$ cat config.mk
export PLATFORM = sky130hd
export DESIGN_NAME = ps2_host_tx
export DESIGN_NICKNAME = d
export VERILOG_FILES = /design/src/rtl/ps2_host_tx_pkg.sv /design/src/rtl/ps2_line_sync.sv /design/src/rtl/ps2_host_tx.sv
export SDC_FILE = /design/constraint.sdc
export NUM_CORES = 1
export LEC_CHECK = 0
export BUFFER_PORTS_ARGS = -buffer_cell sky130_fd_sc_hd__buf_2
export CAP_MARGIN = 20
export CORE_MARGIN = 2
export CORE_UTILIZATION = 60
export CTS_CLUSTER_DIAMETER = 200
export DETAILED_ROUTE_END_ITERATION = 10
export PLACE_DENSITY_LB_ADDON = 0.05
export SKIP_CTS_REPAIR_TIMING = 1
export SYNTH_ARGS = -nofsm -noshare
export SYNTH_HDL_FRONTEND = slang
export SYNTH_SLANG_ARGS = --single-unit
$ cat constraint.sdc
create_clock -name clk -period 4.8 [get_ports clk]
set_clock_uncertainty 0.05 [all_clocks]
set_input_delay 0.24 -clock clk [delete_from_list [all_inputs] [get_ports clk]]
set_output_delay 0.24 -clock clk [all_outputs]
set_load 0.01 [all_outputs]
$ cat src/rtl/ps2_host_tx_pkg.sv
// Shared definitions for the PS/2 host-to-device transmitter:
// FSM states, keyboard command bytes and small helpers.
package ps2_host_tx_pkg;

    typedef enum logic [2:0] {
        ST_IDLE,
        ST_INHIBIT,
        ST_RTS,
        ST_DATA,
        ST_ACK,
        ST_WAITIDLE
    } state_t;

    // Command bytes the host sends, plus the byte the keyboard answers with.
    localparam logic [7:0] CMD_SET_LED = 8'hED;
    localparam logic [7:0] CMD_RESET   = 8'hFF;
    localparam logic [7:0] CMD_ENABLE  = 8'hF4;
    localparam logic [7:0] RSP_ACK     = 8'hFA;

    function automatic int max3(input int a, input int b, input int c);
        int m;
        m = (a > b) ? a : b;
        return (m > c) ? m : c;
    endfunction

    // PS/2 frames use odd parity: data ones plus parity bit is odd.
    function automatic logic odd_parity(input logic [7:0] d);
        return ~^d;
    endfunction

endpackage

$ cat src/rtl/ps2_line_sync.sv
// Two-flop synchronizer for the PS/2 clock and data pins, with a
// falling-edge strobe on the synchronized clock. Lines idle high, so
// the flops reset to 1 to avoid a spurious edge after reset.
module ps2_line_sync (
    input  logic clk,
    input  logic clrn,
    input  logic ps2_clk_in,
    input  logic ps2_data_in,
    output logic clk_sync,
    output logic data_sync,
    output logic clk_fall
);

    logic clk_meta, data_meta, clk_prev;

    // Resynchronize both pins and keep the previous clock sample for edge detect.
    always_ff @(posedge clk or negedge clrn) begin
        if (!clrn) begin
            clk_meta  <= 1'b1;
            clk_sync  <= 1'b1;
            clk_prev  <= 1'b1;
            data_meta <= 1'b1;
            data_sync <= 1'b1;
        end else begin
            clk_meta  <= ps2_clk_in;
            clk_sync  <= clk_meta;
            clk_prev  <= clk_sync;
            data_meta <= ps2_data_in;
            data_sync <= data_meta;
        end
    end

    assign clk_fall = clk_prev & ~clk_sync;

endmodule

$ cat src/rtl/ps2_host_tx.sv
// PS/2 host-to-device transmitter. Inhibits the bus, requests to send,
// then shifts one byte out on device-generated clock falls, checks the
// device ACK and waits for the bus to go idle again.
module ps2_host_tx
    import ps2_host_tx_pkg::*;
#(
    parameter int INHIBIT_CYCLES = 10000,
    parameter int RTS_CYCLES     = 200,
    parameter int TIMEOUT_CYCLES = 2000000
) (
    input  logic       clk,
    input  logic       clrn,
    input  logic [7:0] tx_data,
    input  logic       tx_valid,
    output logic       tx_ready,
    input  logic       ps2_clk_in,
    input  logic       ps2_data_in,
    output logic       ps2_clk_oe,
    output logic       ps2_data_oe,
    output logic       busy,
    output logic       tx_done,
    output logic       tx_err
);

    localparam int CW = $clog2(max3(INHIBIT_CYCLES, RTS_CYCLES, TIMEOUT_CYCLES) + 1);
    localparam logic [CW-1:0] INH_LAST = CW'(INHIBIT_CYCLES - 1);
    localparam logic [CW-1:0] RTS_LAST = CW'(RTS_CYCLES - 1);
    localparam logic [CW-1:0] TMO_LAST = CW'(TIMEOUT_CYCLES - 1);

    state_t        state;
    logic [CW-1:0] cnt;
    logic [CW-1:0] tmo;
    logic [3:0]    bitc;
    logic [8:0]    shift;   // {parity, data}
    logic          clk_sync, data_sync, clk_fall;

    ps2_line_sync u_sync (
        .clk         (clk),
        .clrn        (clrn),
        .ps2_clk_in  (ps2_clk_in),
        .ps2_data_in (ps2_data_in),
        .clk_sync    (clk_sync),
        .data_sync   (data_sync),
        .clk_fall    (clk_fall)
    );

    // Transfer FSM; every output is registered so the pins never glitch,
    // and data_oe only moves on a clock fall while the device is not sampling.
    always_ff @(posedge clk or negedge clrn) begin
        if (!clrn) begin
            state       <= ST_IDLE;
            cnt         <= '0;
            tmo         <= '0;
            bitc        <= '0;
            shift       <= '0;
            ps2_clk_oe  <= 1'b0;
            ps2_data_oe <= 1'b0;
            tx_ready    <= 1'b1;
            busy        <= 1'b0;
            tx_done     <= 1'b0;
            tx_err      <= 1'b0;
        end else begin
            tx_done <= 1'b0;
            tx_err  <= 1'b0;
            case (state)
                ST_IDLE: begin
                    if (tx_valid) begin
                        shift       <= {odd_parity(tx_data), tx_data};
                        cnt         <= '0;
                        state       <= ST_INHIBIT;
                        ps2_clk_oe  <= 1'b1;
                        ps2_data_oe <= 1'b0;
                        tx_ready    <= 1'b0;
                        busy        <= 1'b1;
                    end
                end
                ST_INHIBIT: begin
                    if (cnt == INH_LAST) begin
                        cnt         <= '0;
                        state       <= ST_RTS;
                        ps2_data_oe <= 1'b1;   // start bit
                    end else begin
                        cnt <= cnt + 1'b1;
                    end
                end
                ST_RTS: begin
                    if (cnt == RTS_LAST) begin
                        cnt        <= '0;
                        state      <= ST_DATA;
                        ps2_clk_oe <= 1'b0;    // hand the clock to the device
                        bitc       <= '0;
                        tmo        <= '0;
                    end else begin
                        cnt <= cnt + 1'b1;
                    end
                end
                ST_DATA, ST_ACK, ST_WAITIDLE: begin
                    tmo <= tmo + 1'b1;
                    if (tmo == TMO_LAST) begin
                        state       <= ST_IDLE;
                        ps2_clk_oe  <= 1'b0;
                        ps2_data_oe <= 1'b0;
                        tx_ready    <= 1'b1;
                        busy        <= 1'b0;
                        tx_err      <= 1'b1;
                    end else if (state == ST_DATA) begin
                        if (clk_fall) begin
                            bitc <= bitc + 1'b1;
                            if (bitc == 4'd9) begin
                                ps2_data_oe <= 1'b0;   // stop bit, released high
                                state       <= ST_ACK;
                            end else begin
                                ps2_data_oe <= ~shift[bitc];   // data LSB first, then parity
                            end
                        end
                    end else if (state == ST_ACK) begin
                        if (clk_fall) begin
                            bitc <= bitc + 1'b1;
                            if (data_sync) begin
                                state    <= ST_IDLE;
                                tx_ready <= 1'b1;
                                busy     <= 1'b0;
                                tx_err   <= 1'b1;
                            end else begin
                                state <= ST_WAITIDLE;
                            end
                        end
                    end else begin
                        if (clk_sync && data_sync) begin
                            state    <= ST_IDLE;
                            tx_ready <= 1'b1;
                            busy     <= 1'b0;
                            tx_done  <= 1'b1;
                        end
                    end
                end
                default: begin
                    state       <= ST_IDLE;
                    ps2_clk_oe  <= 1'b0;
                    ps2_data_oe <= 1'b0;
                    tx_ready    <= 1'b1;
                    busy        <= 1'b0;
                end
            endcase
        end
    end

endmodule

==> results of run 1 <==
[state kept, by name, indices dropped and copies added (netlist names)]
name and cells:
u_sync.data_sync 1, tx_ready 1, tx_err 1, shift 9, ps2_clk_oe 1, cnt 21, busy 1, u_sync.clk_prev 1
tx_done 1, u_sync.clk_sync 1, u_sync.clk_meta 1, u_sync.data_meta 1, state 3, tmo 21, bitc 4, ps2_data_oe 1
[worst reg2reg max path: stages (launching register included)]
cell	delay [ns]
dfrtp_1	0.43
or4_1	0.52
or3_4	0.36
o21ai_2	0.25
nand2_1	0.26
nor2_1	0.67
nor2_1	0.12
[routing by layer]
| metal | track usage (%) | vias up | wire (µm) |
|---|---|---|---|
| met5 | 0 | - | 0 |
| met4 | 6.86 | 0 | 63 |
| met3 | 7.06 | 6 | 315 |
| met2 | 38.6 | 61 | 3670 |
| met1 | 30.9 | 1403 | 3580 |
| li1 | - | 1406 | - |
[area by class of cell]
type,count,area [µm²],share of cell area (%)
timing repair buffer,23,133,3.23
inverter,7,26.3,0.639
clock inverter,6,86.3,2.10
multi-input combinational,291,1900,46.2
clock buffer,10,138,3.35
tap,75,93.8,2.28
sequential,69,1730,42.2
[logic make-up (layout without fill, tap and decap cells)]
logic type | count (synthesis) | count (layout) | share of synthesized area [%]
compound gates | 53 | 53 | 8.80
xor+xnor | 37 | 37 | 8.67
fa+ha+maj | 4 | 4 | 1.34
buf+inv | 22 | 46 | 2.78
flops | 69 | 69 | 46.4
mux | 15 | 15 | 4.72
simple gates | 182 | 182 | 27.3
[stage by stage]
step | instances | power [mW]
6_report | 481 | 2.01
5_1_grt | 481 | 2.15
4_1_cts | 479 | 2.03
3_5_place_dp | 463 | 1.49
3_3_place_gp | 463 | 1.46
2_1_floorplan | 382 | 1.34
[power breakdown]
part	total (mW)	switching, mW	internal [mW]	leakage (nW)
clock	0.534	0.228	0.306	0.112
sequential	0.824	0.126	0.698	0.899
combinational	0.653	0.376	0.278	0.728
[cell usage in the layout, fill, tap and decap left out, drive strengths merged, types with 9 or more instances in the layout]
cell type   n
mux2       11
nand2      31
buf        21
nor3       17
nand3      14
a21oi      15
and3       10
nand4      13
nor2       48
xnor2      28
nor4       11
dfrtp      63
xor2        9
clkbuf     10
o21ai      17
[final timing paths]
| path | slack, ns | start | depth (start not counted) | to |
|---|---|---|---|---|
| worst min register to register | 0.29 | u_sync.clk_meta$_DFF_PN1_ | 0 | u_sync.clk_sync$_DFF_PN1_ |
| max in group asynchronous | 4.10 | clrn | 2 | shift[8]$_DFFE_PN0P_ |
| worst min-delay path | 0.04 | clrn | 2 | tmo[3]$_DFFE_PN0P_ |
| worst max-delay path | 1.98 | cnt[9]$_DFFE_PN0P_ | 6 | cnt[15]$_DFFE_PN0P_ |
| min in group clk | 0.09 | tx_data[5] | 2 | shift[5]$_DFFE_PN0P_ |
| worst max register to register | 1.98 | cnt[9]$_DFFE_PN0P_ | 6 | cnt[15]$_DFFE_PN0P_ |
==> run metrics, run 1 <==
routability cong.=0.827; max_cap viols=0; CTS Root Cell=clkbuf_8; Initial DRC Count=roughly 150; Largest delay share family, worst path=simple AND/OR/NAND/NOR gates; WP data arrival=2.96 ns; grt total ovfl=0; highest net fanout along the worst path=12; largest net degree at the start of global routing=70; Worst Path Required=4.94 ns; number of global-route vias before repair=2804; Synth area leaders=dfrtp_1 42%, xnor2_1 6.6%, nor2_1 4.7%; crit path time final=2.82 ns; first-pass GRT wire length=13300 µm; number of buffers added on ports=18; Mapped Avg Cell Area=9.78 µm²; total track usage=23.7%; fmax=0.355 GHz; HPWL after DPL=5070 µm; FFs w/ async S/R, synth=100%; final instance area=around 4100 µm²; setup TNS=0 ns; Initial Utilization=62.8%; DRT Pass-1 Iters=4; max-slew violations=0; final hold slack=0.0366 ns; Die Wd=a little over 80 µm; Mapped Cells=382; Worst Slack Setup Final=1.98 ns; worst-path cell chain=or4_1 > or3_4 > o21ai_2 > nand2_1 > nor2_1 > nor2_1; Post-synth top cells=63 x dfrtp_1, 47 x nor2_1, 31 x nand2_1, 28 x xnor2_1; Net Count, Synth=between 300 and 400; Crit. End Element=flip-flop; DRC Markers=0; Worst-path clk slew=0.08 ns; Fill cells=~470; Rows=28; Post-Place Worst Slack=1.97 ns; post-DR wirelength/cell=15.9 µm; DIE AREA=6880 µm²; Slew @ Worst Pin=0.926 ns; Placement Cell Area=3870 µm²; Synth Cell Area=3740 µm²; cts bufs inserted=9; Final setup violation count=0; CTS tree=yes; IO Count=19; antenna cells=0; ANT nets after route=0; CP bufs+invs=0; initial antenna violation count=0; Final nets=~420; Seq cells post-synth=69; Max IR drop VDD=0.412 mV; number of synthesized flops with an enable pin=0; final critical-path share of the clock period=58.7%; Ys Warns=0; Hold/Removal Path Class=primary input to asynchronous set/reset pin; largest area contributor in the netlist=dfrtp_1; largest stage delay on the critical path=0.67 ns; Clock Sink Count=69; unrepaired setup endpoints after global routing=false; DR vias=2876; worst skew pair latency=0.35 ns; DRT Wirelength=7620 µm; Seq/Total Area, Yosys=46.4%; Pwr Density=489 nW/µm²; Core Util, Final=69.0%; main flop type after synthesis=dfrtp_1; clock buffer depth=2; Core ar.=5960 µm²; leak pwr=1.74 nW; Setup CP Type=flip-flop to flip-flop; outcome=finished clean; post-synth cell types=53; drt via density=approximately 6; Synth-to-Final Area Change=9.98%; slowest CP cell=nor2_1; Max-slew headroom=37.8%; element type at the critical path start=flip-flop; most numerous cell in the Yosys netlist=dfrtp_1; Fin. Hold Viols=0; top cell type's share of synthesized area=approximately 42%; Max H-tree Level=3; critical path's most frequent cell=nor2_1; share of cells above drive strength 1=~16%; Die Y=82.9 µm
Power figures use the tool's default switching activity.
==> inputs of run 2 (changes only) <==
clock period = 2.74 ns   (was 4.8 ns; I/O delays follow)
==> run 2 against run 1 <==
Effect of this change: largest power group unchanged; clock power is 30% higher; first-iteration DRC count up 89%; global-route usage is essentially flat; fmax is 14% higher; register-to-register slack worse by 1.7 ns; worst setup slack worse by 1.7 ns; combinational power up 91%; core utilization is 0.69 points higher; die area stayed put; hold slack worse by 0.036 ns; via count up 1.2%; sequential power is 71% higher; highest routed layer unchanged.
==> run metrics, run 2 (synthesized netlist as in run 1, its figures left out) <==
setup TNS=0 ns (unchanged); Fin. Hold Viols=0 (unchanged); Hold/Removal Path Class=primary input to flip-flop; Final setup violation count=0 (unchanged); Critical Path Source=cnt[9]$_DFFE_PN0P_; Max H-tree Level=3 (unchanged); worst reg-to-reg setup slack=0.26 ns (-1.72 ns); CP bufs+invs=0 (unchanged); unrepaired setup endpoints after global routing=false; leak pwr=1.76 nW (+1.4%); Final nets=430 (+2.9%); cts bufs inserted=9 (unchanged); highest net fanout along the worst path=8 (-4); r2r endpoint=state[0]$_DFFE_PN0P_; Hold Crit Depth=2; fmax=0.404 GHz (+14%); HPWL after DPL=5260 µm (+3.8%); Core ar.=5960 µm² (unchanged); Worst Setup EP=state[0]$_DFFE_PN0P_; max-slew violations=0 (unchanged); Die Wd=82.9 µm (unchanged); grt total ovfl=0 (unchanged); first-pass GRT wire length=13300 µm (-0.20%); post-DR wirelength/cell=15.5 µm (-2.3%); clock buffer depth=2 (unchanged); antenna cells=0 (unchanged); Die Y=82.9 µm (unchanged); Worst-path clk slew=0.07 ns (about the same); Worst Path Required=2.92 ns (-2.02 ns); largest stage delay on the critical path=0.51 ns (-0.16 ns); Pwr Density=809 nW/µm² (+65%); most frequent cells in the layout=63 x dfrtp_1, 47 x nor2_1, 31 x nand2_1, 28 x xnor2_1, 18 x buf_2; ANT nets after route=0 (unchanged); final critical-path share of the clock period=90.4% (+32 points); Hold Startpoint=tx_data[5]; Largest delay share family, worst path=simple AND/OR/NAND/NOR gates; initial antenna violation count=0 (unchanged); Worst path depth=6 (unchanged); number of buffers added on ports=18 (unchanged); CTS Root Cell=clkbuf_8; final hold slack=0.000351 ns (-0.0362 ns); total track usage=23.7% (about the same); slowest CP cell=or4_1; worst-path cell chain=or4_1 > or3_4 > o21ai_2 > and2_0 > nand3b_1 > mux2_2; DR vias=2911 (+1.2%); Fill cells=487 (+4.1%); Reg2Reg Launch Point=cnt[9]$_DFFE_PN0P_; Setup CP Type=flip-flop to flip-flop; Max IR drop VDD=0.505 mV (+23%); share of cells above drive strength 1=16.5% (+0.25 points); commonest non-fill, non-tap cell in the layout=dfrtp_1; crit path time final=2.48 ns (-0.341 ns); Slew @ Worst Pin=0.783 ns (-0.143 ns); CTS tree=yes; largest registers=cnt (21), tmo (21), shift (9); worst skew pair latency=0.35 ns (about the same); drt via density=5.90 (-1.2%); DRC Markers=0 (unchanged); outcome=finished clean; IO Count=19 (unchanged); Rows=28 (unchanged); routability cong.=0.862 (+4.3%); Initial DRC Count=280 (+89%); max_cap viols=0 (unchanged); Max-slew headroom=47.8% (+10 points); element type at the critical path start=flip-flop; Non-Filler Instances=493 (+2.5%); DRT Wirelength=7640 µm (+0.17%); Clock Sink Count=69 (unchanged); Crit. End Element=flip-flop; Initial Utilization=62.8% (unchanged); DRT Pass-1 Iters=4 (unchanged); largest net degree at the start of global routing=36 (-49%); number of global-route vias before repair=2779 (-0.89%); DIE AREA=6880 µm² (unchanged); WP data arrival=2.66 ns (-0.30 ns); Worst R2R Path Depth=6 (unchanged); Synth-to-Final Area Change=11.1%; dpl cells=471 (+1.7%)
## run 2: power by group
group | total, mW | internal (mW) | switching [mW]
sequential | 1.41 | 1.22 | 0.190
clock | 0.693 | 0.327 | 0.366
combinational | 1.25 | 0.541 | 0.708
total | 3.36 | 2.09 | 1.26
## run 2: cell type report
cell class | count | area [µm²] | area share (%)
clock buffer | 14 | 143 | 3.44
clock inverter | 2 | 10.0 | 0.241
inverter | 7 | 26.3 | 0.633
multi-input combinational | 291 | 1900 | 45.8
sequential | 69 | 1730 | 41.8
tap | 75 | 93.8 | 2.26
timing repair buffer | 35 | 245 | 5.91
## run 2: how the worst min path moves through the flow
stage	endpoint	slack (ns)
detailed placement	u_sync.data_meta$_DFF_PN1_	0.19
CTS	u_sync.data_meta$_DFF_PN1_	-0.18
floorplan	bitc[0]$_DFFE_PN0P_	-0.21
finish	shift[5]$_DFFE_PN0P_	0.0004
global route	shift[7]$_DFFE_PN0P_	0.008
global placement	u_sync.clk_meta$_DFF_PN1_	0.19
## run 2: per-layer routing
layer / share of wire [%] / up-vias / wire (µm) / GRT usage, %
li1: - / 1429 / - / -
met1: 48 / 1392 / 3660 / 34.6
met2: 46 / 76 / 3510 / 35.4
met3: 4.0 / 14 / 306 / 4.97
met4: 2.1 / 0 / 159 / 8.20
met5: 0 / - / 0 / 0
## run 2: worst reg2reg max path: stages, from the launching register on
cell	delay, ns
dfrtp_1	0.42
or4_1	0.51
or3_4	0.36
o21ai_2	0.13
and2_0	0.38
nand3b_1	0.21
mux2_2	0.30
## run 2: stage by stage
step	power, mW	util (%)	instance area [µm²]	worst slack, ns
after floorplan	2.34	-	3740	0.410
after global placement	2.63	66.1	3940	0.337
after detailed placement	2.67	66.1	3940	0.281
after CTS	3.37	68.7	4090	0.257
after global routing	3.60	69.7	4150	0.116
final	3.36	69.7	4150	0.264
